File: src/rtl/nem_ohmux_pkg.sv
// Shared types and helpers for the NEM one-hot mux select controller.
package nem_ohmux_pkg;
  localparam int N_IN = 4;

  typedef logic [N_IN-1:0] sel_t;
  typedef logic [1:0]      idx_t;

  typedef enum logic [2:0] {
    ST_IDLE,
    ST_ENGAGE,
    ST_GRANTED,
    ST_RELEASE,
    ST_PARKED
  } state_t;

  function automatic sel_t onehot(input idx_t i);
    sel_t r;
    r    = '0;
    r[i] = 1'b1;
    return r;
  endfunction

  function automatic idx_t oh2idx(input sel_t oh);
    idx_t r;
    r = '0;
    for (int k = 0; k < N_IN; k++) begin
      if (oh[k]) r = idx_t'(k);
    end
    return r;
  endfunction
endpackage

File: src/rtl/nem_ohmux_sel_ctrl_if.sv
// Requester-side bundle of the NEM mux select controller: requests in, selects/grants/status out.
interface nem_ohmux_sel_ctrl_if
  import nem_ohmux_pkg::*;
#(
  parameter int CNT_W = 16
);
  sel_t             REQ;
  sel_t             S;
  sel_t             GNT;
  logic             BUSY;
  logic [CNT_W-1:0] ACT_CNT;

  modport master (output REQ, input S, GNT, BUSY, ACT_CNT);
  modport slave  (input REQ, output S, GNT, BUSY, ACT_CNT);
endinterface

File: src/rtl/nem_rr_arb.sv
// Combinational 4-way round-robin arbiter; the lowest offset from ptr with a request wins.
module nem_rr_arb
  import nem_ohmux_pkg::*;
(
  input  sel_t req,
  input  idx_t ptr,
  output logic vld,
  output idx_t win
);
  idx_t c;

  // Scan from the far end so the closest candidate to ptr is the last assignment.
  always_comb begin
    vld = 1'b0;
    win = ptr;
    c   = '0;
    for (int k = N_IN - 1; k >= 0; k--) begin
      c = ptr + idx_t'(k);
      if (req[c]) begin
        vld = 1'b1;
        win = c;
      end
    end
  end
endmodule

File: src/rtl/nem_ohmux_sel_ctrl.sv
// Break-before-make select sequencer and round-robin arbiter for the 4-input NEM one-hot mux.
// Optional holder parking (relay left closed while idle) is built in with `define NEM_PARK_EN.
module nem_ohmux_sel_ctrl
  import nem_ohmux_pkg::*;
#(
  parameter int T_OFF    = 3,
  parameter int T_ON     = 5,
  parameter int MAX_HOLD = 0,
  parameter int CNT_W    = 16
) (
  input logic                 CP,
  input logic                 RN,
  nem_ohmux_sel_ctrl_if.slave bus
);
  localparam int TMR_A   = (T_OFF > T_ON) ? T_OFF : T_ON;
  localparam int TMR_MAX = (TMR_A > MAX_HOLD) ? TMR_A : MAX_HOLD;
  localparam int TMR_W   = $clog2(TMR_MAX + 1);

  localparam logic [TMR_W-1:0] TOFF_END = TMR_W'(T_OFF - 1);
  localparam logic [TMR_W-1:0] TON_END  = TMR_W'(T_ON - 1);
  localparam logic [TMR_W-1:0] HOLD_END = TMR_W'((MAX_HOLD > 0) ? MAX_HOLD - 1 : 0);

  state_t           state_q, state_d;
  sel_t             s_q, s_d;
  sel_t             gnt_q, gnt_d;
  idx_t             win_q, win_d;
  idx_t             ptr_q, ptr_d;
  logic [TMR_W-1:0] tmr_q, tmr_d;
  logic [CNT_W-1:0] cnt_q, cnt_d;

  logic arb_vld;
  idx_t arb_win;
  logic holder_req, others, preempt, start, rel;

  nem_rr_arb u_arb (
    .req (bus.REQ),
    .ptr (ptr_q),
    .vld (arb_vld),
    .win (arb_win)
  );

  assign holder_req = bus.REQ[win_q];
  assign others     = |(bus.REQ & ~onehot(win_q));
  assign preempt    = (MAX_HOLD > 0) && (tmr_q == HOLD_END) && others;

  always_comb begin
    state_d = state_q;
    s_d     = s_q;
    gnt_d   = gnt_q;
    win_d   = win_q;
    ptr_d   = ptr_q;
    tmr_d   = tmr_q;
    cnt_d   = cnt_q;
    start   = 1'b0;
    rel     = 1'b0;
    unique case (state_q)
      ST_IDLE: start = arb_vld;
      ST_ENGAGE: begin
        if (!holder_req) rel = 1'b1;
        else if (tmr_q == TON_END) begin
          state_d = ST_GRANTED;
          gnt_d   = s_q;
          tmr_d   = '0;
        end else tmr_d = tmr_q + 1'b1;
      end
      ST_GRANTED: begin
        // The hold timer saturates so a late competing request preempts at once.
        if (!holder_req) begin
          rel = 1'b1;
`ifdef NEM_PARK_EN
          if (bus.REQ == '0) begin
            rel     = 1'b0;
            state_d = ST_PARKED;
            gnt_d   = '0;
          end
`endif
        end else if (preempt) rel = 1'b1;
        else if (tmr_q != HOLD_END) tmr_d = tmr_q + 1'b1;
      end
      ST_RELEASE: begin
        if (tmr_q == TOFF_END) begin
          if (arb_vld) start = 1'b1;
          else state_d = ST_IDLE;
        end else tmr_d = tmr_q + 1'b1;
      end
`ifdef NEM_PARK_EN
      ST_PARKED: begin
        // Same input coming back reuses the still-closed relay without a new actuation.
        if (arb_vld) begin
          if (arb_win == oh2idx(s_q)) begin
            state_d = ST_GRANTED;
            gnt_d   = s_q;
            tmr_d   = '0;
          end else rel = 1'b1;
        end
      end
`endif
      default: begin
        state_d = ST_IDLE;
        s_d     = '0;
        gnt_d   = '0;
      end
    endcase
    if (rel) begin
      state_d = ST_RELEASE;
      s_d     = '0;
      gnt_d   = '0;
      tmr_d   = '0;
    end
    if (start) begin
      state_d = ST_ENGAGE;
      win_d   = arb_win;
      s_d     = onehot(arb_win);
      gnt_d   = '0;
      ptr_d   = arb_win + idx_t'(1);
      tmr_d   = '0;
      if (cnt_q != '1) cnt_d = cnt_q + 1'b1;
    end
  end

  always_ff @(posedge CP) begin
    if (!RN) begin
      state_q <= ST_IDLE;
      s_q     <= '0;
      gnt_q   <= '0;
      win_q   <= '0;
      ptr_q   <= '0;
      tmr_q   <= '0;
      cnt_q   <= '0;
    end else begin
      state_q <= state_d;
      s_q     <= s_d;
      gnt_q   <= gnt_d;
      win_q   <= win_d;
      ptr_q   <= ptr_d;
      tmr_q   <= tmr_d;
      cnt_q   <= cnt_d;
    end
  end

  assign bus.S       = s_q;
  assign bus.GNT     = gnt_q;
  assign bus.BUSY    = (state_q != ST_IDLE) && (state_q != ST_PARKED);
  assign bus.ACT_CNT = cnt_q;

  a_sel_onehot: assert property (@(posedge CP) $onehot0(s_q));
  a_gnt_match:  assert property (@(posedge CP) (gnt_q == '0) || (gnt_q == s_q));
endmodule

File: src/flat_wrapper.sv
// flat-port wrapper written by rule: the top's interface ports become plain ports
module nem_ohmux_sel_ctrl_flat import nem_ohmux_pkg::*;
#(
  parameter int T_OFF    = 3,
  parameter int T_ON     = 5,
  parameter int MAX_HOLD = 0,
  parameter int CNT_W    = 16
)
  (CP, RN, bus_REQ, bus_S, bus_GNT, bus_BUSY, bus_ACT_CNT);
  nem_ohmux_sel_ctrl_if #(.CNT_W(CNT_W)) bus_i ();
  input logic CP;
  input logic RN;
  input wire logic [$bits(bus_i.REQ)-1:0] bus_REQ;
  output wire logic [$bits(bus_i.S)-1:0] bus_S;
  output wire logic [$bits(bus_i.GNT)-1:0] bus_GNT;
  output wire logic [$bits(bus_i.BUSY)-1:0] bus_BUSY;
  output wire logic [$bits(bus_i.ACT_CNT)-1:0] bus_ACT_CNT;
  assign bus_i.REQ = bus_REQ;
  assign bus_S = bus_i.S;
  assign bus_GNT = bus_i.GNT;
  assign bus_BUSY = bus_i.BUSY;
  assign bus_ACT_CNT = bus_i.ACT_CNT;
  nem_ohmux_sel_ctrl #(.T_OFF(T_OFF), .T_ON(T_ON), .MAX_HOLD(MAX_HOLD), .CNT_W(CNT_W)) u_core (.CP(CP), .RN(RN), .bus(bus_i));
endmodule
File: config.mk
export PLATFORM = sky130hd
export DESIGN_NAME = nem_ohmux_sel_ctrl_flat
export DESIGN_NICKNAME = d
export VERILOG_FILES = /design/src/rtl/nem_ohmux_pkg.sv /design/src/rtl/nem_ohmux_sel_ctrl_if.sv /design/src/rtl/nem_rr_arb.sv /design/src/rtl/nem_ohmux_sel_ctrl.sv /design/src/flat_wrapper.sv
export SDC_FILE = /design/constraint.sdc
export NUM_CORES = 1
export LEC_CHECK = 0
export ABC_CLOCK_PERIOD_IN_PS = 5000
export BUFFER_PORTS_ARGS = -buffer_cell sky130_fd_sc_hd__buf_2
export CELL_PAD_IN_SITES_DETAIL_PLACEMENT = 0
export CELL_PAD_IN_SITES_GLOBAL_PLACEMENT = 1
export CORE_ASPECT_RATIO = 0.8
export CORE_UTILIZATION = 46
export CTS_CLUSTER_DIAMETER = 40
export DETAILED_ROUTE_END_ITERATION = 7
export PLACE_DENSITY = 0.92
export SKIP_LAST_GASP = 1
export SLEW_MARGIN = 20
export SYNTH_ARGS = -nofsm -noshare
export SYNTH_HDL_FRONTEND = slang
export SYNTH_SLANG_ARGS = --single-unit
export TNS_END_PERCENT = 30
File: constraint.sdc
create_clock -name CP -period 5 [get_ports CP]
set_input_delay 0.25 -clock CP [delete_from_list [all_inputs] [get_ports CP]]
set_output_delay 0.25 -clock CP [all_outputs]
set_load 0.02 [all_outputs]
==> flow_summary.ini <==
[outcome]
outcome = completed

[timing]
clock_skew_ns = 0.00501
fmax_ghz = 0.395
worstMarginPinSlew_ns = 0.917
drv_slew = 0
fin_crit_ns = 2.53
fin_setup_tns_ns = 0
fin_crit_sh = 0.506
rsz0062_at_grt = false
hold_viol = 0
relSlewSlack = 0.387
setup_viol = 0

[synthesis]
yosysSeqAreaShare = 0.334
synth_top_area_cell = dfxtp_1
ys_ff_latch = 33
synth_top_family_by_area = simple AND/OR/NAND/NOR gates
synth-async-reset-ratio = 0
synth.top_cell.area_share = 0.334
postSynthAreaPerCell_um2 = 8.95
synth_fa_ha_area_frac = 0.0949
synth_area_um2 = 1980
synth_cell_types = 45
synthSimpleGateAreaFrac = 0.280
synth_common_cells = 33 x dfxtp_1, 16 x a21oi_1, 15 x ha_1, 14 x nand2_1
synth_ff_type = dfxtp_1
synthCells = 221
synth_compound_area_frac = 0.182
synth_most_common_cell = dfxtp_1
synth_fp_nets = 242
synth-edff-count = 0
synth-xor-area-share = 0.0354
synth_area_leaders = dfxtp_1 33%, ha_1 9.5%, nand2b_1 4.1%
muxShareOfSynthArea = 0.0367
synth_warnings = 0

[pwr]
p_leak_nw = 0.942
vdd_drop_max_uv = 254
power_mw = 1.13
p_per_area_nw_per_um2 = 496

[worst_setup_path]
setup.worst_path.class = reg2reg
worstPathArrival_ns = 2.75
start_kind = register
worst_ep_required_time_ns = 5.22
crit_fanout = 21
end_kind = register

[die]
dieHeight_um = 60.7
rows = 20
die_w_um = 75.3
io_pins = 31
start_util = 0.500
die_area_um2 = 4570
core_um2 = 3950

[clock_tree]
cts_resized = 0
clk_pin_slew_ns = 0.07
clock_latency_ns = 0.28
cts_buffers = 5
cts-root-buf = clkbuf_8
cts_tree = yes
postCtsSetupBuffers = 0
clock_sinks = 33
ctsHtreeMaxLevel = 2
holdBufCountCts = 0
clock_path_buffers = 2

[routing]
drtIter0Drc = 103
finalWirelength_mm = 4.17
highest_layer = met4
drc_errors = 0
drtPass1Iterations = 4
wl_met1_mm = 2.26
met2_length_mm = 1.68
vias = 1647
ant_nets = 0
wl_per_cell_um = 13.5
met3WireLength_um = 182
routed_via_density = 5.35

[place]
dp_hpwl_mm = 2.98
place.gp.congestion = 0.840
port_buffers = 30

[worst_hold_path]
hold_path_class = in2reg

[global_route]
grt_pass1_wl_mm = 6.66
overflow = 0
grtUsageTotal = 0.202
grt_pass1_vias = 1352
antenna_found_initial = 0
grt_max_degree = 34

[final_layout]
antenna_cells = 0
drive_gt1_frac = 0.190
multi_input_area_um2 = 1240
area_growth_pct = 15.2
seq_area_um2 = 661
fin_nets = 273
fillerInstances = 361

[job]
cap_violations = 0
## cells in the final DEF, fill, tap and decap left out, drive strengths merged, types with 11 or more instances in the layout
| master | netlist | final |
|---|---|---|
| inv | 11 | 11 |
| nand3 | 11 | 11 |
| nand2b | 13 | 13 |
| nor2 | 13 | 13 |
| dfxtp | 33 | 33 |
| nand2 | 14 | 14 |
| a21oi | 16 | 16 |
| buf | 1 | 30 |
| nor2b | 13 | 13 |
| ha | 15 | 15 |
## layer usage
| layer | track usage | up-vias |
|---|---|---|
| li1 | - | 846 |
| met5 | 0 | - |
| met3 | 0.0698 | 4 |
| met4 | 0.0635 | 0 |
| met2 | 0.277 | 44 |
| met1 | 0.295 | 753 |
## through the flow
step	util	hold slack (ns)	area (um^2)	worst slack, ns	cells
final	0.577	0.438	2280	2.47	308
after global routing	0.577	0.461	2280	2.27	308
after CTS	0.577	0.427	2280	2.48	308
after detailed placement	0.547	0.455	2160	2.52	300
after global placement	0.547	0.452	2160	2.59	300
after floorplan	-	0.400	1980	2.96	221
## report_power, final
group          switching, mW  total, mW  internal, mW  leakage, nW
combinational          0.327      0.521         0.193        0.616
sequential            0.0443      0.349         0.305        0.268
clock                 0.0977      0.260         0.162       0.0585
## logic make-up (layout without fill, tap and decap cells)
group / Yosys count / in the layout
and+or+nand+nor: 92 / 92
AOI/OAI and AO/OA: 50 / 50
DFF: 33 / 33
buffers and inverters: 17 / 49
adders and majority gates: 15 / 15
xor gates and xnor gates: 8 / 8
muxes: 6 / 6
## state kept, by name (all words and copies together) (netlist names)
| signal | count |
|---|---|
| u_core.bus.ACT_CNT | 16 |
| u_core.bus.GNT | 4 |
| u_core.bus.S | 4 |
| u_core.tmr_q | 3 |
| u_core.ptr_q | 2 |
| u_core.state_q | 2 |
| u_core.win_q | 2 |
## final cells by class
cell class                 instances  share of cell area
timing repair buffer              30              0.0659
sequential                        33               0.290
clock inverter                     1              0.0132
tap                               55              0.0302
inverter                          11              0.0181
clock buffer                       7              0.0379
multi-input combinational        171               0.545
## path summary, 6_finish.rpt
check / start / endpoint / slack [ns] / cells past startpoint
setup / recovery: u_core.state_q[0] / u_core.bus.ACT_CNT[15] / 2.47 / 6
setup reg to reg: u_core.state_q[0] / u_core.bus.ACT_CNT[15] / 2.47 / 6
hold / removal: RN / u_core.bus.ACT_CNT[6] / 0.44 / 3
hold reg to reg: u_core.bus.GNT[3] / u_core.bus.GNT[3] / 0.47 / 2
## worst max-delay path, cell delays in order, from the launching register on
cell and delay, ns:
dfxtp_1 0.42, ha_1 0.30, nand3b_4 0.13, a211oi_4 0.81
o211ai_4 0.21, or4_1 0.45, a21boi_1 0.14
Note: power is estimated with default switching activity, not from simulation.
